`src/rtl/pulse_gen_pkg.sv`:
```
// Shared helpers for the sweep generator / pulse driver pair.
// Latency: n/a (constant functions only).
// Backpressure: n/a.
//
// Contents:
//   sel_width_f : bits needed to hold a level 0..steps
//   cnt_width_f : bits for a 0..n-1 counter, never less than one
//   sat_level   : clamp a requested level to the top level
//   field_lsb   : LSB of packed field idx when each field is fw bits wide
package pulse_gen_pkg;

    localparam int unsigned MIN_CNT_WIDTH = 1;

    function automatic int unsigned sel_width_f(input int unsigned steps);
        return $clog2(steps + 1);
    endfunction

    function automatic int unsigned cnt_width_f(input int unsigned n);
        int unsigned w;
        w = $clog2(n);
        return (w < MIN_CNT_WIDTH) ? MIN_CNT_WIDTH : w;
    endfunction

    function automatic int unsigned sat_level(input int unsigned lvl,
                                              input int unsigned max_lvl);
        return (lvl > max_lvl) ? max_lvl : lvl;
    endfunction

    function automatic int unsigned field_lsb(input int unsigned idx,
                                              input int unsigned fw);
        return idx * fw;
    endfunction

endpackage

```
`src/rtl/sweep_pulse_driver_pwm_channel.sv`:
```
// One PWM channel: shadow/active level pair plus duty comparator.
// Latency: pulse is registered, one cycle behind the shared pwm counter.
// Backpressure: none; a new selection simply overwrites the shadow level.
//
// Ports:
//   clk_i      clock
//   clr        synchronous clear (reset or enable low), wins over set
//   set        new selection strobe
//   frame_end  last cycle of the current PWM frame
//   pending    a shadow level is waiting to be promoted
//   mask       channel enable bit from the sweep generator
//   sel        requested level for this channel (saturated here)
//   pwm_cnt    shared PWM step counter
//   pulse      registered PWM output
module pwm_channel
    import pulse_gen_pkg::*;
#(
    parameter int FREQ_STEPS = 4,
    parameter int SEL_WIDTH  = 3
) (
    input  logic                 clk_i,
    input  logic                 clr,
    input  logic                 set,
    input  logic                 frame_end,
    input  logic                 pending,
    input  logic                 mask,
    input  logic [SEL_WIDTH-1:0] sel,
    input  logic [SEL_WIDTH-1:0] pwm_cnt,
    output logic                 pulse
);

    logic [SEL_WIDTH-1:0] new_lvl;
    logic [SEL_WIDTH-1:0] shadow;
    logic [SEL_WIDTH-1:0] active;

    // Masked-off channels capture level 0, i.e. a constantly low output.
    always_comb begin
        new_lvl = '0;
        if (mask) begin
            new_lvl = SEL_WIDTH'(sat_level(32'(sel), FREQ_STEPS));
        end
    end

    always_ff @(posedge clk_i) begin
        if (clr) begin
            shadow <= '0;
            active <= '0;
            pulse  <= 1'b0;
        end else begin
            // Level FREQ_STEPS exceeds every counter value -> high all frame.
            pulse <= (pwm_cnt < active);
            if (set && frame_end) begin
                // Coincident update: take the newest data immediately.
                active <= new_lvl;
                shadow <= new_lvl;
            end else if (set) begin
                shadow <= new_lvl;
            end else if (frame_end && pending) begin
                active <= shadow;
            end
        end
    end

endmodule

```
`src/rtl/sweep_pulse_driver.sv`:
```
// Latches sweep-generator level selections and drives one PWM pulse per mask bit; paces the generator with tick_o.
// Latency: pulse_o is one cycle behind the PWM counter; new levels take effect at the next frame boundary.
// Backpressure: none; set_i is always accepted, a second set_i before the frame boundary replaces the first.
//
// Ports:
//   clk_i     clock
//   rst_i     synchronous active-high reset
//   en_i      operation enable; low behaves as reset on the next edge
//   mask_i    per-channel mask from the sweep generator
//   set_i     one-cycle strobe: mask_i/select_i are valid
//   select_i  packed per-channel levels, channel j at [j*SEL_WIDTH +: SEL_WIDTH]
//   tick_o    one-cycle pace strobe every TICK_FRAMES frames
//   pulse_o   registered PWM outputs
//   pending_o a shadow selection awaits the next frame boundary
module sweep_pulse_driver
    import pulse_gen_pkg::*;
#(
    parameter  int WIDTH       = 4,
    parameter  int FREQ_STEPS  = 4,
    parameter  int PRESCALE    = 2,
    parameter  int TICK_FRAMES = 1,
    localparam int SEL_WIDTH   = sel_width_f(FREQ_STEPS)
) (
    input  logic                       clk_i,
    input  logic                       rst_i,
    input  logic                       en_i,
    input  logic [WIDTH-1:0]           mask_i,
    input  logic                       set_i,
    input  logic [SEL_WIDTH*WIDTH-1:0] select_i,
    output logic                       tick_o,
    output logic [WIDTH-1:0]           pulse_o,
    output logic                       pending_o
);

    localparam int PRE_W = cnt_width_f(PRESCALE);
    localparam int FRM_W = cnt_width_f(TICK_FRAMES);

    logic [PRE_W-1:0]     pre_cnt;
    logic [SEL_WIDTH-1:0] pwm_cnt;
    logic [FRM_W-1:0]     frm_cnt;
    logic                 pending;
    logic                 clr;
    logic                 step;
    logic                 frame_end;

    // Dropping the enable clears everything exactly like reset, ahead of set_i.
    assign clr       = rst_i | ~en_i;
    assign step      = en_i & (pre_cnt == PRE_W'(PRESCALE - 1));
    assign frame_end = step & (pwm_cnt == SEL_WIDTH'(FREQ_STEPS - 1));
    assign pending_o = pending;

    always_ff @(posedge clk_i) begin
        if (clr) begin
            pre_cnt <= '0;
            pwm_cnt <= '0;
            frm_cnt <= '0;
            pending <= 1'b0;
            tick_o  <= 1'b0;
        end else begin
            pre_cnt <= step ? '0 : pre_cnt + PRE_W'(1);

            if (step) begin
                pwm_cnt <= (pwm_cnt == SEL_WIDTH'(FREQ_STEPS - 1)) ?
                           '0 : pwm_cnt + SEL_WIDTH'(1);
            end

            if (frame_end) begin
                frm_cnt <= (frm_cnt == FRM_W'(TICK_FRAMES - 1)) ?
                           '0 : frm_cnt + FRM_W'(1);
            end

            tick_o <= frame_end & (frm_cnt == FRM_W'(TICK_FRAMES - 1));

            // A set landing on the boundary is applied directly, so nothing waits.
            if (set_i && !frame_end) begin
                pending <= 1'b1;
            end else if (frame_end) begin
                pending <= 1'b0;
            end
        end
    end

    for (genvar j = 0; j < WIDTH; j++) begin : g_ch
        pwm_channel #(
            .FREQ_STEPS (FREQ_STEPS),
            .SEL_WIDTH  (SEL_WIDTH)
        ) u_ch (
            .clk_i     (clk_i),
            .clr       (clr),
            .set       (set_i),
            .frame_end (frame_end),
            .pending   (pending),
            .mask      (mask_i[j]),
            .sel       (select_i[field_lsb(j, SEL_WIDTH) +: SEL_WIDTH]),
            .pwm_cnt   (pwm_cnt),
            .pulse     (pulse_o[j])
        );
    end

endmodule

```
`config.mk`:
```
export PLATFORM = sky130hd
export DESIGN_NAME = sweep_pulse_driver
export DESIGN_NICKNAME = d
export VERILOG_FILES = /design/src/rtl/pulse_gen_pkg.sv /design/src/rtl/sweep_pulse_driver_pwm_channel.sv /design/src/rtl/sweep_pulse_driver.sv
export SDC_FILE = /design/constraint.sdc
export NUM_CORES = 1
export LEC_CHECK = 0
export CAP_MARGIN = 40
export CORE_MARGIN = 2
export CORE_UTILIZATION = 54
export CTS_BUF_LIST = sky130_fd_sc_hd__clkbuf_4 sky130_fd_sc_hd__clkbuf_8
export CTS_CLUSTER_DIAMETER = 40
export DETAILED_ROUTE_END_ITERATION = 10
export PLACE_DENSITY = 0.8
export SYNTH_ARGS = -nofsm -noshare
export SYNTH_HDL_FRONTEND = slang
export SYNTH_SLANG_ARGS = --single-unit
```
`constraint.sdc`:
```
create_clock -name clk_i -period 1.7 [get_ports clk_i]
set_input_delay 0.34 -clock clk_i [delete_from_list [all_inputs] [get_ports clk_i]]
set_output_delay 0.34 -clock clk_i [all_outputs]
set_load 0.02 [all_outputs]
```
Word-level counts from Yosys, hierarchy flattened
Cells that the tools add are included.
Widths: inputs -> output; s select.
- register bits: 35
- bits of input ports: 20
- add/sub/neg operators: 3
- muxes and demuxes: 32
- magnitude comparators: 8
- reduce and logical (&&, ||, !) cells: 9
- bitwise operators: 6
- equality and inequality tests: 2
- operator list (cell ; number):
    $mux 3 ; 29
    $gt 3x3->1 const B ; 4
    $lt 3x3->1 ; 4
    $reduce_bool 2->1 ; 3
    $add 3x1->3 const B ; 1
    $and 1x1->1 ; 3
    $eq 3x2->1 const B ; 1
    $logic_and 1x1->1 ; 3
    $mux 1 ; 3
    $add 1x1->1 const B ; 2
    $ne 2x1->1 const B ; 1
    $not 1->1 ; 2
    $reduce_and 2->1 ; 1
    $reduce_or 2->1 ; 1
    $logic_not 1->1 ; 1
    $or 1x1->1 ; 1

Logic depth before layout (Yosys ltp)
Gate-level depths: netlist (run 1).
- word-level depth: 6
- mapped depth: 5

Modules after synthesis
From an unflattened synthesis (run 1), not the netlist that was laid out.
- cells, all modules: 172
- area, all modules: 1672.9 µm²
- by module, submodules not included (module ; area each (µm²) ; times used ; cells an instance):
    pwm_channel ; 359.1 ; 4 ; 37
    sweep_pulse_driver ; 236.5 ; 1 ; 24

Worst setup path after synthesis (run 1)
No wires, ideal clock.
- kind: register -> register
- start point: register pwm_cnt[1]
- end point: register g_ch[0].u_ch.active[0]
- path slack: 0.410 ns
- setup time: 0.126 ns
- clock period less this slack: 1.290 ns
- arrival: 1.164 ns
- required time: 1.574 ns
- stages on the path, launching flop included: 6
- cell sequence: dfxtp_1 ha_1 and3b_4 and2_4 buf_6 a211oi_2
- word-level cells in the longest chain between the ends: 5
- RTL lines (item ; RTL line ; text):
    from (decl) ; sweep_pulse_driver.sv:39 ; logic [SEL_WIDTH-1:0] pwm_cnt;
    from (signal assigned) ; sweep_pulse_driver.sv:63 ; pwm_cnt <= (pwm_cnt == SEL_WIDTH'(FREQ_STEPS - 1)) ?
    $eq 3x2->1 * ; sweep_pulse_driver.sv:49 ; assign frame_end = step & (pwm_cnt == SEL_WIDTH'(FREQ_STEPS - 1));
    $and 1x1->1 * ; sweep_pulse_driver.sv:49 ;
    $logic_and 1x1->1 (on tied branches) ; sweep_pulse_driver_pwm_channel.sv:52, sweep_pulse_driver_pwm_channel.sv:58 ;
    $ne 2x1->1 (no source line) or $reduce_bool 2->1 (tied branches) ; n/a ;
    $reduce_and 2->1 (no source line) ; n/a ;
    to (signal assigned) ; sweep_pulse_driver_pwm_channel.sv:54 ; active <= new_lvl;
    to (signal assigned) ; sweep_pulse_driver_pwm_channel.sv:59 ; active <= shadow;
    to (decl) ; sweep_pulse_driver_pwm_channel.sv:34 ; logic [SEL_WIDTH-1:0] active;
Every way passes the cells marked *; elsewhere a longest branch is shown, timed or not.
A chain may end at the register's enable or synchronous reset.

Final worst setup path (run 1)
- start point: register pending (netlist: pending_o)
- end point: output pending_o
- RTL lines (item ; RTL line ; text):
    from (decl) ; sweep_pulse_driver.sv:41 ; logic pending;
    from (signal assigned) ; sweep_pulse_driver.sv:57 ; pending <= 1'b0;
    from (signal assigned) ; sweep_pulse_driver.sv:76 ; pending <= 1'b1;
    from (signal assigned) ; sweep_pulse_driver.sv:78 ; pending <= 1'b0;
    to (decl) ; sweep_pulse_driver.sv:32 ; output logic pending_o
No word-level cell between the ends.

==> qor.csv, run 1 <==
metric,value,unit
p_total,1.37,mW
end_kind,primary output,
drv_slew,0,
ys_warn_count,0,
clk_latency,330,ps
fin_tns_setup,0,ps
ctsResizeCount,0,
path_max_fanout,3,
utilization,0.678,
finClkSkew,2.09,ps
drv_cap,0,
highest_layer,met4,
period_needed,1650,ps
rrSetupSlack,220,ps
cts_setup_buffers,0,
syn_area,1540,um2
finalHoldViolCount,0,
cp.required,1360,ps
cts_tree,done,
r2r-start,pwm_cnt[0]$_SDFFE_PP0P_,
start_kind,register,
drive_gt1_frac,0.137,
fmax,608,MHz
viasPerCell,5.55,
cp.depth,1,
clkTransAtPathRegs,90,ps
drt-met1-wl,1350,um
most-common-layout-cells,"dfxtp_1 (34), clkdlybuf4s50_1 (25), nor2_1 (15)",
fillers,204,
area_growth,20.2,%
holdCritPathClass,reg2reg,
syn-instance-count,158,
rows,19,
grtUsageTotal,0.196,
period_share,0.968,
path_cells,clkdlybuf4s50_1,
p_leak,0.652,nW
antenna_left,0,
worst_slew_pin_slew,334,ps
die_x,57.4,um
path_buf_inv,1,
htree_levels,2,
final_net_count,212,
dr_wl_met2,1300,um
rsz0062_at_grt,false,
final_common_cell,dfxtp_1,
peakVddDrop,0.602,mV
crit_end,pending_o,
crit_path_start,pending_o$_SDFFE_PP0P_,
grt_max_degree,35,
cts-root-buf,clkbuf_4,
critPathKind,reg2out,
vias,1187,
critPathTopFamily,buffers and inverters,
reg2regPathDepth,5,
grt_pass1_vias,1125,
diodes,0,
io_buffer_count,25,
drt-total-wl,2830,um
cts.path.max_buffers,2,
status,"complete, no violations",
dr.pass1.iters,4,
ctsHoldBuffers,0,
route.met3.wl,137,um
avgSynthCellArea,9.76,um2
numCtsBuffers,5,
hpwlAfterDp,2010,um
seq_area_frac_synth,0.442,
gp_congestion,0.745,
r2r_end,g_ch[0].u_ch.active[0]$_SDFFE_PP0P_,
grt_pass1_wl,4950,um
overflow,0,
syn_nets,187,
die_h,57.4,um
power_density,740,nW/um2
start_util,0.564,
drt_iter0_markers,20,
maxSlewHeadroom,0.776,
core-area,2730,um2
synth_seq_cells,34,
antenna_found_initial,0,
routedWlPerCell,13.2,um
crit_slowest_cell,clkdlybuf4s50_1,
pin_count,26,
synth_cell_types,23,
clock_sinks,34,
setup_viol,0,
cpPeakStageDelay,620,ps
drc_errors,0,
arrival,1310,ps
dieArea,3300,um2
[layout make-up]
class / count / area [um2] / area share
clock buffers: 7 / 52.6 / 0.0284
inverters: 8 / 30.0 / 0.0162
multi-input cells: 103 / 731 / 0.394
flip-flops and latches: 34 / 681 / 0.367
well taps: 31 / 38.8 / 0.0209
repair buffers: 31 / 320 / 0.173
[per-layer routing]
metal / GRT usage / vias up
li1: - / 601
met1: 0.246 / 557
met2: 0.305 / 22
met3: 0.0703 / 7
met4: 0.0797 / 0
met5: 0 / -
[worst min path at each step]
stage / depth (start not counted) / endpoint / slack, ps / start
after CTS: 1 / pre_cnt$_SDFF_PP0_ / 510 / pre_cnt$_SDFF_PP0_
final: 1 / pre_cnt$_SDFF_PP0_ / 510 / pre_cnt$_SDFF_PP0_
after global routing: 2 / pending_o$_SDFFE_PP0P_ / 530 / pending_o$_SDFFE_PP0P_
after floorplan: 1 / pre_cnt$_SDFF_PP0_ / 450 / pre_cnt$_SDFF_PP0_
after global placement: 1 / pre_cnt$_SDFF_PP0_ / 470 / pre_cnt$_SDFF_PP0_
after detailed placement: 1 / pre_cnt$_SDFF_PP0_ / 490 / pre_cnt$_SDFF_PP0_
[worst register-to-register path, stage by stage, from the launching register on]
cell and delay (ps):
dfxtp_1 450, ha_1 230, and3b_4 290, buf_4 170, a21oi_1 80, a211oi_2 190
[power breakdown]
group          total (mW)  switching, mW  internal, mW
combinational       0.124         0.0546        0.0694
clock               0.439          0.251         0.188
sequential          0.809        0.00532         0.803
total                1.37          0.311          1.06
[synthesized netlist by cell type]
master	instances	area share
a31oi_1	12	0.049
a211oi_2	10	0.081
nor3_1	2	0.0065
nand3_1	1	0.0032
and2b_1	6	0.029
a21o_1	4	0.019
o21a_1	1	0.0049
buf_6	4	0.029
a211oi_1	6	0.029
dfxtp_1	34	0.44
nand2b_1	8	0.032
nand2_1	2	0.0049
ha_1	9	0.073
buf_2	2	0.0065
nor2b_1	10	0.041
nor2_1	15	0.037
and3b_4	1	0.0081
a21oi_1	14	0.045
buf_4	5	0.024
inv_1	8	0.019
and2_4	1	0.0057
clkbuf_1	2	0.0049
nand3b_1	1	0.0049
[flip-flops by register name, summed over array words and instances (netlist names)]
signal,count
g_ch.u_ch.active,12
pwm_cnt,3
g_ch.u_ch.pulse,4
tick_o,1
pre_cnt,1
pending_o,1
g_ch.u_ch.shadow,12
[cell families (layout without fill, tap and decap cells)]
family	after synthesis	in the layout	synth area share
AO/OA/AOI/OAI	47	47	0.229
adder cells (fa/ha/maj)	9	9	0.0731
buffers and inverters	21	46	0.0844
flip-flops	34	34	0.442
AND/OR/NAND/NOR	47	47	0.172
[per-stage QoR]
step                area, um2  worst slack, ps  hold slack, ps  instances
global placement         1800             16.5             467        207
floorplan                1540              410             451        158
CTS                      1850             48.9             510        214
finish                   1850             54.6             511        214
detailed placement       1800            -20.8             487        207
global route             1850             9.68             534        214
Note: power is estimated with default switching activity, not from simulation.
==> inputs of run 2 (changes only) <==
--- a/config.mk
+++ b/config.mk
@@ -7,10 +7,10 @@
 export LEC_CHECK = 0
 export CAP_MARGIN = 40
-export CORE_MARGIN = 2
+export CORE_MARGIN = 1.5
 export CORE_UTILIZATION = 54
 export CTS_BUF_LIST = sky130_fd_sc_hd__clkbuf_4 sky130_fd_sc_hd__clkbuf_8
 export CTS_CLUSTER_DIAMETER = 40
 export DETAILED_ROUTE_END_ITERATION = 10
-export PLACE_DENSITY = 0.8
+export PLACE_DENSITY_LB_ADDON = 0.08
 export SYNTH_ARGS = -nofsm -noshare
 export SYNTH_HDL_FRONTEND = slang
==> constraint.sdc (replaced) <==
create_clock -name clk_i -period 1.7 [get_ports clk_i]
set_input_delay 0.255 -clock clk_i [delete_from_list [all_inputs] [get_ports clk_i]]
set_output_delay 0.255 -clock clk_i [all_outputs]
set_load 0.02 [all_outputs]
==> run 2 against run 1 <==
Sequential cell count stayed put. Fmax is 4.8% higher. Cell area hardly changed. Critical endpoint unchanged. Highest routed layer unchanged.
==> qor.csv, run 2 (same netlist as run 1, synthesis figures left out) <==
metric,value,unit,change
status,"complete, no violations",,unchanged
setup_slack,130,ps,was 54.6 ps
p_total,1.41,mW,was 1.37 mW
cts.path.max_buffers,2,,unchanged
antenna_left,0,,unchanged
io_buffer_count,25,,unchanged
clock_sinks,34,,unchanged
arrival,1310,ps,about the same
worst_slew_pin_slew,360,ps,was 334 ps
path_cells,clkdlybuf4s50_1,,unchanged
cts_tree,done,,unchanged
finalHoldViolCount,0,,unchanged
start_util,0.564,,unchanged
grt_pass1_wl,5310,um,was 4950 um
drt_iter0_markers,57,,was 20
place_inst,207,,unchanged
dr.pass1.iters,4,,unchanged
period_needed,1570,ps,was 1650 ps
grt_pass1_vias,1181,,was 1125
most-common-layout-cells,"dfxtp_1 (34), clkdlybuf4s50_1 (25), nor2_1 (15)",,unchanged
cts_setup_buffers,0,,unchanged
critPathTopFamily,buffers and inverters,,unchanged
clkTransAtPathRegs,100,ps,was 90 ps
cpPeakStageDelay,610,ps,was 620 ps
antenna_found_initial,0,,unchanged
fmax,637,MHz,was 608 MHz
final_net_count,212,,unchanged
rows,19,,unchanged
setup_viol,0,,unchanged
place_ws,17.1,ps,was -20.8 ps
start_kind,register,,unchanged
finClkSkew,8.68,ps,was 2.09 ps
die_x,56.4,um,was 57.4 um
drv_cap,0,,unchanged
drt-total-wl,2950,um,was 2830 um
path_buf_inv,1,,unchanged
numCtsBuffers,5,,unchanged
drc_errors,0,,unchanged
instances_no_fill,215,,was 214
grtUsageTotal,0.215,,was 0.196
hpwlAfterDp,2030,um,was 2010 um
fin_tns_setup,0,ps,unchanged
cp.required,1440,ps,was 1360 ps
dieArea,3180,um2,was 3300 um2
core-area,2730,um2,unchanged
peakVddDrop,0.622,mV,was 0.602 mV
routedWlPerCell,13.7,um,was 13.2 um
overflow,0,,unchanged
holdCritPathClass,reg2reg,,unchanged
p_leak,0.653,nW,was 0.652 nW
pin_count,26,,unchanged
htree_levels,2,,unchanged
fillers,228,,was 204
drv_slew,0,,unchanged
final_common_cell,dfxtp_1,,unchanged
drive_gt1_frac,0.141,,was 0.137
rsz0062_at_grt,false,,unchanged
diodes,0,,unchanged
critPathKind,reg2out,,unchanged
crit_slowest_cell,clkdlybuf4s50_1,,unchanged
area_growth,20.1,%,was 20.2%
path_max_fanout,3,,unchanged
end_kind,primary output,,unchanged
maxSlewHeadroom,0.759,,was 0.776
vias,1171,,was 1187
grt_max_degree,35,,unchanged
gp_congestion,0.743,,was 0.745
period_share,0.923,,was 0.968
clk_latency,340,ps,was 330 ps
die_h,56.4,um,was 57.4 um
cts-root-buf,clkbuf_4,,unchanged
largestRegisters,"g_ch.u_ch.active: 12 flops, g_ch.u_ch.shadow: 12 flops, g_ch.u_ch.pulse: 4 flops",,unchanged
ctsResizeCount,0,,unchanged
viasPerCell,5.45,,was 5.55
power_density,764,nW/um2,was 740 nW/um2
ctsHoldBuffers,0,,unchanged
==> run 2: cell types whose count changed in the layout (fill, tap and decap cells not counted) <==
cell	previous run	this run
clkbuf_4	7	6
buf_4	4	5
clkbuf_8	0	1
clkinv_2	0	1
buf_12	2	1
==> run 2: through the flow <==
| stage | utilization | cell area [um2] | hold WS [ps] |
|---|---|---|---|
| after global placement | 0.654 | 1790 | 467 |
| after detailed placement | 0.654 | 1790 | 488 |
| after CTS | 0.677 | 1850 | 514 |
| after global routing | 0.677 | 1850 | 550 |
| final | 0.677 | 1850 | 505 |
| after floorplan | - | 1540 | 429 |
==> run 2: power breakdown <==
group          internal (mW)  switching (mW)
Sequential             0.804         0.00523
Clock                  0.216           0.266
Combinational         0.0677          0.0556
Total                   1.09           0.327
==> run 2: final timing paths <==
kind / from / endpoint / slack, ps / cells past startpoint
worst max register to register: pwm_cnt[0]$_SDFFE_PP0P_ / g_ch[2].u_ch.active[0]$_SDFFE_PP0P_ / 170 / 4
worst max-delay path: pending_o$_SDFFE_PP0P_ / pending_o / 130 / 1
worst min register to register: pre_cnt$_SDFF_PP0_ / pre_cnt$_SDFF_PP0_ / 500 / 1
worst min-delay path: pre_cnt$_SDFF_PP0_ / pre_cnt$_SDFF_PP0_ / 500 / 1
==> run 2: cell type report <==
type	count	area [um2]	share of cell area
clock buffer	7	58.8	0.0318
clock inverter	1	5.00	0.00270
inverter	8	30.0	0.0162
multi-input combinational	103	731	0.395
sequential	34	681	0.368
tap	31	38.8	0.0209
timing repair buffer	31	308	0.166
==> run 2: layer usage <==
layer	track usage	share of wire
met5	0	0
met4	0.0918	0.015
met3	0.0484	0.034
met2	0.349	0.47
met1	0.274	0.48
==> inputs of run 3 (changes only) <==
- CORE_MARGIN: 1.5 -> 4
==> run 3 against run 2 <==
Cell count shrank 0.93%. Sequential cell count did not move. Highest routed layer unchanged. Largest cell class unchanged. Largest power group unchanged. Via count down 0.43%. Setup slack better by 1.9 ps.
==> qor.csv, run 3 (same netlist as run 1, synthesis figures left out) <==
metric,value,unit,change
grtUsageTotal,0.183,,was 0.215
dr.pass1.iters,4,,unchanged
period_needed,1570,ps,about the same
critPathTopFamily,buffers and inverters,,unchanged
rrSetupSlack,170,ps,about the same
finalInstanceArea,1860,um2,was 1850 um2
period_share,0.922,,was 0.923
finalHoldViolCount,0,,unchanged
path_buf_inv,1,,unchanged
rsz0062_at_grt,false,,unchanged
io_buffer_count,25,,unchanged
routedWlPerCell,13.4,um,was 13.7 um
finClkSkew,8.53,ps,was 8.68 ps
antenna_left,0,,unchanged
die_x,61.4,um,was 56.4 um
fin_tns_setup,0,ps,unchanged
cp.required,1440,ps,about the same
grt_max_degree,35,,unchanged
status,"complete, no violations",,unchanged
drt_iter0_markers,41,,was 57
reg2regPathDepth,4,,unchanged
diodes,0,,unchanged
path_cells,clkdlybuf4s50_1,,unchanged
drv_slew,0,,unchanged
cts.path.max_buffers,2,,unchanged
critPathKind,reg2out,,unchanged
cts_setup_buffers,0,,unchanged
core-area,2730,um2,unchanged
maxSlewHeadroom,0.776,,was 0.759
peakVddDrop,0.844,mV,was 0.622 mV
grt_pass1_wl,4930,um,was 5310 um
cts_tree,done,,unchanged
end_kind,primary output,,unchanged
vias,1166,,was 1171
drv_cap,0,,unchanged
cpPeakStageDelay,610,ps,about the same
cp.depth,1,,unchanged
most-common-layout-cells,"dfxtp_1 (34), clkdlybuf4s50_1 (25), nor2_1 (15)",,unchanged
viasPerCell,5.47,,was 5.45
antenna_found_initial,0,,unchanged
clk_latency,330,ps,was 340 ps
cts-root-buf,clkbuf_4,,unchanged
grt_pass1_vias,1096,,was 1181
p_leak,0.654,nW,was 0.653 nW
ctsResizeCount,0,,unchanged
clkTransAtPathRegs,100,ps,about the same
drc_errors,0,,unchanged
setup_viol,0,,unchanged
worst_slew_pin_slew,335,ps,was 360 ps
place_ws,71.6,ps,was 17.1 ps
crit_path_start,pending_o$_SDFFE_PP0P_,,unchanged
setup_slack,132,ps,was 130 ps
start_util,0.564,,unchanged
die_h,61.4,um,was 56.4 um
final_common_cell,dfxtp_1,,unchanged
rows,19,,unchanged
start_kind,register,,unchanged
dieArea,3770,um2,was 3180 um2
final_net_count,210,,was 212
hold_depth,1,,unchanged
gp_congestion,0.743,,about the same
clock_sinks,34,,unchanged
holdCritPathClass,reg2reg,,unchanged
numCtsBuffers,5,,unchanged
hpwlAfterDp,2100,um,was 2030 um
drt-total-wl,2840,um,was 2950 um
largestRegisters,"g_ch.u_ch.active: 12 flops, g_ch.u_ch.shadow: 12 flops, g_ch.u_ch.pulse: 4 flops",,unchanged
drive_gt1_frac,0.132,,was 0.141
path_max_fanout,3,,unchanged
area_growth,20.9,%,was 20.1%
hold_start,pre_cnt$_SDFF_PP0_,,unchanged
r2r-start,pwm_cnt[0]$_SDFFE_PP0P_,,unchanged
htree_levels,2,,unchanged
arrival,1310,ps,about the same
overflow,0,,unchanged
pin_count,26,,unchanged
crit_slowest_cell,clkdlybuf4s50_1,,unchanged
ctsHoldBuffers,0,,unchanged
fmax,638,MHz,was 637 MHz
power_density,790,nW/um2,was 764 nW/um2
postPlaceCellArea,1790,um2,about the same
run 3: per-layer routing:
layer / up-vias / part of all wire / track usage
met5: - / 0 / 0
met4: 0 / 0.028 / 0.103
met3: 6 / 0.057 / 0.0713
met2: 33 / 0.45 / 0.272
met1: 533 / 0.46 / 0.228
li1: 594 / - / -
run 3: stage by stage:
stage	util	hold slack (ps)	std cells	power (mW)
final	0.682	512	213	1.47
after global routing	0.682	550	213	1.53
after CTS	0.682	518	213	1.49
after detailed placement	0.653	493	205	0.949
after global placement	0.653	469	205	0.945
after floorplan	-	429	158	0.883
run 3: power by group:
group | switching [mW] | internal, mW | leakage (nW) | total (mW)
registers | 0.00530 | 0.803 | 0.275 | 0.809
clock network | 0.259 | 0.282 | 0.0446 | 0.542
logic | 0.0548 | 0.0678 | 0.335 | 0.123
run 3: path summary, 6_finish.rpt:
| path | to |
|---|---|
| max | pending_o |
| max reg2reg | g_ch[1].u_ch.active[0]$_SDFFE_PP0P_ |
| min | pre_cnt$_SDFF_PP0_ |
| min reg2reg | pre_cnt$_SDFF_PP0_ |
run 3: cell type report:
class / count / area [um2]
Fill cell: 237 / 870
Clock buffer: 8 / 78.8
Timing Repair Buffer: 29 / 305
Tap cell: 31 / 38.8
Multi-Input combinational cell: 103 / 731
Sequential cell: 34 / 681
Inverter: 8 / 30.0
run 3: worst reg2reg max path: cells and delay by family, from the launching register on:
kind	cells	cell delay [ps]
DFF	1	460
AOI/OAI and AO/OA	1	100
and+or+nand+nor	2	610
adders and majority gates	1	240
